<file path="src/rtl/freq_seg_encode_if.sv">
// Request/result bundle between the frequency source and the segment encoder.
interface freq_seg_encode_if #(
  parameter int BIN_W = 24
);
  logic [BIN_W-1:0] freq_bin;
  logic             start;
  logic             busy;
  logic             done;
  logic [27:0]      seg_value;
  logic             range_khz;
  logic             ovf;

  modport master (
    output freq_bin, start,
    input  busy, done, seg_value, range_khz, ovf
  );

  modport slave (
    input  freq_bin, start,
    output busy, done, seg_value, range_khz, ovf
  );
endinterface

</file>
<file path="src/rtl/freq_seg_encode.sv">
// Binary Hz -> four 7-segment digits with Hz/kHz auto-range and leading-zero blanking.
// Latency: 25 cycles from accepted start to the one-cycle done pulse.
// Backpressure: start is ignored while busy; results hold until the next done.
module freq_seg_encode #(
  parameter int BIN_W    = 24,
  parameter bit BLANK_LZ = 1'b1
) (
  input  logic               clk,
  input  logic               rst,
  freq_seg_encode_if.slave   bus
);

  typedef enum logic [1:0] {IDLE, SHIFT, RANGE} state_t;

  state_t           state, state_nxt;
  logic [BIN_W-1:0] bin_sr;
  logic [31:0]      bcd;
  logic [30:0]      bcd_adj;
  logic [4:0]       cnt;
  logic [15:0]      disp;
  logic [27:0]      seg_nxt;
  logic             range_nxt;
  logic             ovf_nxt;
  logic [27:0]      seg_q;
  logic             range_q;
  logic             ovf_q;
  logic             done_q;

  function automatic logic [6:0] seg7(input logic [3:0] d);
    case (d)
      4'd0:    seg7 = 7'h7E;
      4'd1:    seg7 = 7'h30;
      4'd2:    seg7 = 7'h6D;
      4'd3:    seg7 = 7'h79;
      4'd4:    seg7 = 7'h33;
      4'd5:    seg7 = 7'h5B;
      4'd6:    seg7 = 7'h5F;
      4'd7:    seg7 = 7'h70;
      4'd8:    seg7 = 7'h7F;
      4'd9:    seg7 = 7'h7B;
      default: seg7 = 7'h00;
    endcase
  endfunction

  // Add-3 correction; the top nibble's MSB is shifted out, so only 3 bits are kept.
  always_comb begin
    bcd_adj = bcd[30:0];
    for (int i = 0; i < 7; i++) begin
      if (bcd[4*i +: 4] >= 4'd5) bcd_adj[4*i +: 4] = bcd[4*i +: 4] + 4'd3;
    end
    if (bcd[31:28] >= 4'd5) bcd_adj[30:28] = bcd[30:28] + 3'd3;
  end

  always_comb begin
    state_nxt = state;
    case (state)
      IDLE:    if (bus.start) state_nxt = SHIFT;
      SHIFT:   if (cnt == 5'd0) state_nxt = RANGE;
      RANGE:   state_nxt = IDLE;
      default: state_nxt = IDLE;
    endcase
  end

  always_comb begin : range_sel
    logic blank;
    disp      = bcd[15:0];
    range_nxt = 1'b0;
    ovf_nxt   = 1'b0;
    if (bcd[31:28] != 4'd0) begin
      disp      = 16'h9999;
      range_nxt = 1'b1;
      ovf_nxt   = 1'b1;
    end else if (bcd[27:16] != 12'd0) begin
      disp      = bcd[27:12];
      range_nxt = 1'b1;
    end
    seg_nxt = '0;
    blank   = BLANK_LZ;
    for (int i = 3; i >= 1; i--) begin
      if (blank && disp[4*i +: 4] == 4'd0) begin
        seg_nxt[7*i +: 7] = 7'h00;
      end else begin
        seg_nxt[7*i +: 7] = seg7(disp[4*i +: 4]);
        blank = 1'b0;
      end
    end
    seg_nxt[6:0] = seg7(disp[3:0]);
  end

  always_ff @(posedge clk) begin
    if (rst) begin
      state   <= IDLE;
      cnt     <= 5'd0;
      bin_sr  <= '0;
      bcd     <= '0;
      seg_q   <= '0;
      range_q <= 1'b0;
      ovf_q   <= 1'b0;
      done_q  <= 1'b0;
    end else begin
      state  <= state_nxt;
      done_q <= 1'b0;
      case (state)
        IDLE: begin
          if (bus.start) begin
            bin_sr <= bus.freq_bin;
            bcd    <= '0;
            cnt    <= 5'(BIN_W - 1);
          end
        end
        SHIFT: begin
          {bcd, bin_sr} <= {bcd_adj, bin_sr, 1'b0};
          if (cnt != 5'd0) cnt <= cnt - 5'd1;
        end
        RANGE: begin
          seg_q   <= seg_nxt;
          range_q <= range_nxt;
          ovf_q   <= ovf_nxt;
          done_q  <= 1'b1;
        end
        default: ;
      endcase
    end
  end

  assign bus.busy      = (state != IDLE);
  assign bus.done      = done_q;
  assign bus.seg_value = seg_q;
  assign bus.range_khz = range_q;
  assign bus.ovf       = ovf_q;

endmodule

</file>
<file path="src/flat_wrapper.sv">
// flat-port wrapper written by rule: the top's interface ports become plain ports
module freq_seg_encode_flat 
#(
  parameter int BIN_W    = 24,
  parameter bit BLANK_LZ = 1'b1
)
  (clk, rst, bus_freq_bin, bus_start, bus_busy, bus_done, bus_seg_value, bus_range_khz, bus_ovf);
  freq_seg_encode_if #(.BIN_W(BIN_W)) bus_i ();
  input  logic clk;
  input  logic rst;
  input wire logic [$bits(bus_i.freq_bin)-1:0] bus_freq_bin;
  input wire logic [$bits(bus_i.start)-1:0] bus_start;
  output wire logic [$bits(bus_i.busy)-1:0] bus_busy;
  output wire logic [$bits(bus_i.done)-1:0] bus_done;
  output wire logic [$bits(bus_i.seg_value)-1:0] bus_seg_value;
  output wire logic [$bits(bus_i.range_khz)-1:0] bus_range_khz;
  output wire logic [$bits(bus_i.ovf)-1:0] bus_ovf;
  assign bus_i.freq_bin = bus_freq_bin;
  assign bus_i.start = bus_start;
  assign bus_busy = bus_i.busy;
  assign bus_done = bus_i.done;
  assign bus_seg_value = bus_i.seg_value;
  assign bus_range_khz = bus_i.range_khz;
  assign bus_ovf = bus_i.ovf;
  freq_seg_encode #(.BIN_W(BIN_W), .BLANK_LZ(BLANK_LZ)) u_core (.clk(clk), .rst(rst), .bus(bus_i));
endmodule
</file>
<file path="config.mk">
export PLATFORM = sky130hd
export DESIGN_NAME = freq_seg_encode_flat
export DESIGN_NICKNAME = d
export VERILOG_FILES = /design/src/rtl/freq_seg_encode_if.sv /design/src/rtl/freq_seg_encode.sv /design/src/flat_wrapper.sv
export SDC_FILE = /design/constraint.sdc
export NUM_CORES = 1
export LEC_CHECK = 0
export CORE_MARGIN = 2
export CORE_UTILIZATION = 45
export CTS_CLUSTER_SIZE = 14
export DETAILED_ROUTE_END_ITERATION = 6
export GPL_ROUTABILITY_DRIVEN = 0
export PLACE_DENSITY = 0.71
export SYNTH_ARGS = -nofsm -noshare
export SYNTH_HDL_FRONTEND = slang
export SYNTH_SLANG_ARGS = --single-unit
</file>
<file path="constraint.sdc">
create_clock -name clk -period 7.67 [get_ports clk]
set_clock_uncertainty 0.15 [all_clocks]
set_input_delay 0.767 -clock clk [delete_from_list [all_inputs] [get_ports clk]]
set_output_delay 0.767 -clock clk [all_outputs]
set_load 0.05 [all_outputs]
</file>
==> flow_summary.ini <==
[sta]
maxClockFrequency_mhz = 272
worst_margin_slew_ps = 1100
rsz0062_at_grt = false
report.final.hold_viol_count = 0
finalSetupViolCount = 0
hold_ws_ps = 299
setup_total_negative_slack_ps = 0
relSlewSlack = 0.262
final-max-slew-violation-count = 0
timing.final.crit_share = 0.479
layout_min_cycle_time_ps = 3680

[logic_synthesis]
yosysTopAreaCell = sky130_fd_sc_hd__dfxtp_1
ys_async_sr_fraction = 0
yosys_warnings = 0
synth-seq-area-share = 0.358
synth.net_count = 715
edff_count_synth = 0
ys_top_cells_by_count = sky130_fd_sc_hd__nand2_1 (96), sky130_fd_sc_hd__dfxtp_1 (94), sky130_fd_sc_hd__nor2_1 (70)
postSynth.topFlopCell = sky130_fd_sc_hd__dfxtp_1
synth_area_um2 = 5250
synthesized_area_divided_by_synthesized_cell_count_um2 = 8.13
ys_top_cells_by_area = sky130_fd_sc_hd__dfxtp_1 (36%), sky130_fd_sc_hd__ha_1 (10%), sky130_fd_sc_hd__nand2_1 (6.9%), sky130_fd_sc_hd__a311oi_1 (5.0%), sky130_fd_sc_hd__nor2_1 (5.0%)
synth-seq-cells = 94
synthDominantCellAreaShare = 0.358
ys_types = 64
leading_cell_type_by_number_of_instances_after_synthesis = sky130_fd_sc_hd__nand2_1
postSynthCellCount = 646

[setup_path]
crit_path_max_incr_delay_ps = 450
critical_path_source_type = flip-flop
crit_arrival_ps = 3730
worstPathMaxFanout = 11
critPathTopFamily = simple AND/OR/NAND/NOR gates
slowest_stage = sky130_fd_sc_hd__nand3_1
total_buffers_and_inverters_traversed_by_the_critical_path = 1
endpoint_kind_of_the_worst_setup_timing_path = flip-flop
worst-endpoint-required_ps = 7730
most_prevalent_standard_cell_on_the_critical_path = sky130_fd_sc_hd__ha_1
worst-setup-path-type = flip-flop to flip-flop
crit_chain = inv_1, ha_1, nor4b_4, nand3_1, mux2i_1, nand2b_1, ha_1, and3_1, nand4_1, a21boi_0, a211oi_1

[layout]
final-instance-count-excl-fill = 829
syn_to_final_growth_pct = 18.3
final_area_um2 = 6210
layout-drive-gt1-share = 0.0583
num_antenna_cells = 0
fin_nets = 751
final.fill_count = 1089

[power_and_ir_drop]
power.share.switching = 0.254
p_sw_w = 0.000289
part_of_the_power_in_the_clock_network = 0.416
cellInternalPower_w = 0.000849
total_power_w = 0.00114
power.leakage_nw = 2.48
pwr-share-comb = 0.120
powerDensity_nw_per_um2 = 183
sequentialPowerShare = 0.463
power.ir.vdd_worst_uv = 120

[routing]
route.vias.total = 4707
drt_first_pass_iters = 5
routed_via_density = 5.68
post-route-drc-count = 0
routed_wirelength_mm = 12.7
drt.antenna.violating_nets = 0
routedWlPerCell_um = 15.3
drt_iter0_drc = 338

[die]
io-pin-count = 59
fp-row-count = 39
core_region_area_um2 = 11400
initial_utilization = 0.460
die_h_um = 112
area_enclosed_by_the_die_boundary_um2 = 12600
die_w_um = 112

[place]
placed_insts = 814
port-buffer-count = 58
dp_hpwl_mm = 8.89
dpl-instance-area_um2 = 5900

[global_route]
global_route_wire_length_before_repair_mm = 21.1
antenna_found_initial = 0
grt.overflow.total = 0
grt_max_degree = 54
global_route.usage.total = 0.202
grt_pass1_vias = 4535

[clock_tree]
cts_setup_buffers = 0
clkLatencyLatePin_ps = 350
cts_repair_resize_count = 0
cts_root_buffer = sky130_fd_sc_hd__clkbuf_16
cts_num_sinks = 94
cts_tree = done
cts_htree_levels = 3
path_clk_slew_ps = 60
cts-buffers-inserted = 9
clock_tree.buffer_depth = 2
ctsHoldBuffers = 0

[run_status]
status = completed

[hold_path]
hold_path.class = flip-flop to flip-flop

[flow_run]
maxCapViolations = 0
-- sequential cells by signal (all words and copies together), names as in the netlist --
signal	flops
u_core.bus.seg_value	28
u_core.state	2
u_core.bcd	32
u_core.bin_sr	24
u_core.bus.range_khz	1
u_core.bus.done	1
u_core.bus.ovf	1
u_core.cnt	5
-- power by group through the flow --
stage | registers, W | clock network [W] | logic (W)
floorplan | 0.000544 | 0 | 0.0000871
global placement | 0.000537 | 0 | 0.000134
detailed placement | 0.000538 | 0 | 0.000137
CTS | 0.000527 | 0.000483 | 0.000138
global route | 0.000531 | 0.000502 | 0.000152
finish | 0.000528 | 0.000474 | 0.000137
-- metrics by stage --
step / util / setup WS (ps)
floorplan: - / 4670
global placement: 0.517 / 4330
detailed placement: 0.517 / 4110
CTS: 0.544 / 4120
global route: 0.544 / 3790
finish: 0.544 / 3990
-- placed cells by master (no fill, tap or decap), types with 6 or more instances in the layout --
| master | count |
|---|---|
| sky130_fd_sc_hd__inv_1 | 30 |
| sky130_fd_sc_hd__a211oi_1 | 9 |
| sky130_fd_sc_hd__ha_1 | 42 |
| sky130_fd_sc_hd__clkbuf_16 | 9 |
| sky130_fd_sc_hd__nand2_1 | 96 |
| sky130_fd_sc_hd__nor2_1 | 69 |
| sky130_fd_sc_hd__nor3_1 | 7 |
| sky130_fd_sc_hd__clkdlybuf4s50_1 | 57 |
| sky130_fd_sc_hd__a311oi_1 | 30 |
| sky130_fd_sc_hd__a21oi_1 | 34 |
| sky130_fd_sc_hd__a32o_1 | 8 |
| sky130_fd_sc_hd__nand2b_1 | 15 |
| sky130_fd_sc_hd__and2_1 | 8 |
| sky130_fd_sc_hd__mux2i_1 | 6 |
| sky130_fd_sc_hd__xnor2_1 | 10 |
| sky130_fd_sc_hd__buf_4 | 8 |
| sky130_fd_sc_hd__dfxtp_1 | 94 |
| sky130_fd_sc_hd__o21ai_1 | 6 |
| sky130_fd_sc_hd__o31ai_1 | 11 |
| sky130_fd_sc_hd__o21ai_0 | 34 |
| sky130_fd_sc_hd__nand3_1 | 9 |
| sky130_fd_sc_hd__o22ai_1 | 13 |
-- worst reg2reg max path: cells and delay by family (launching register included) --
kind                       cells  cell delay, ps
AOI/OAI and AO/OA              2             380
adders and majority gates      2             460
buffers and inverters          1             150
DFF                            1             340
muxes                          1             450
and+or+nand+nor                5            1620
-- layout make-up --
cell class,instances,area (µm²),share of cell area
Multi-Input combinational cell,479,3080,0.496
Sequential cell,94,1880,0.303
Timing Repair Buffer,66,636,0.102
Clock buffer,9,225,0.0362
Tap cell,143,179,0.0288
Inverter,32,120,0.0193
Clock inverter,6,87.6,0.0141
-- kinds of logic (layout without fill, tap and decap cells) --
logic type                 Yosys count  after routing  share of synthesized area
buffers and inverters               73            113                     0.0552
xor gates and xnor gates            15             15                     0.0250
DFF                                 94             94                      0.358
and+or+nand+nor                    239            239                      0.214
muxes                                9              9                     0.0186
AOI/OAI and AO/OA                  174            174                      0.229
adders and majority gates           42             42                      0.100
-- worst paths after layout --
check | startpoint | endpoint | slack [ps] | cells past startpoint
min | u_core.bus.seg_value[7] | u_core.bus.seg_value[7] | 300 | 2
min reg2reg | u_core.bus.seg_value[7] | u_core.bus.seg_value[7] | 300 | 2
max | u_core.bcd[20] | u_core.bus.seg_value[12] | 3990 | 11
max reg2reg | u_core.bcd[20] | u_core.bus.seg_value[12] | 3990 | 11
-- per-layer routing --
metal  share of wire  vias up  track usage
met5               0        -            0
met4           0.019        0       0.0902
met3           0.037       17       0.0324
met2            0.46      101        0.329
met1            0.48     2223        0.265
li1                -     2366            -
No activity file was read; power rests on OpenSTA's default activity.
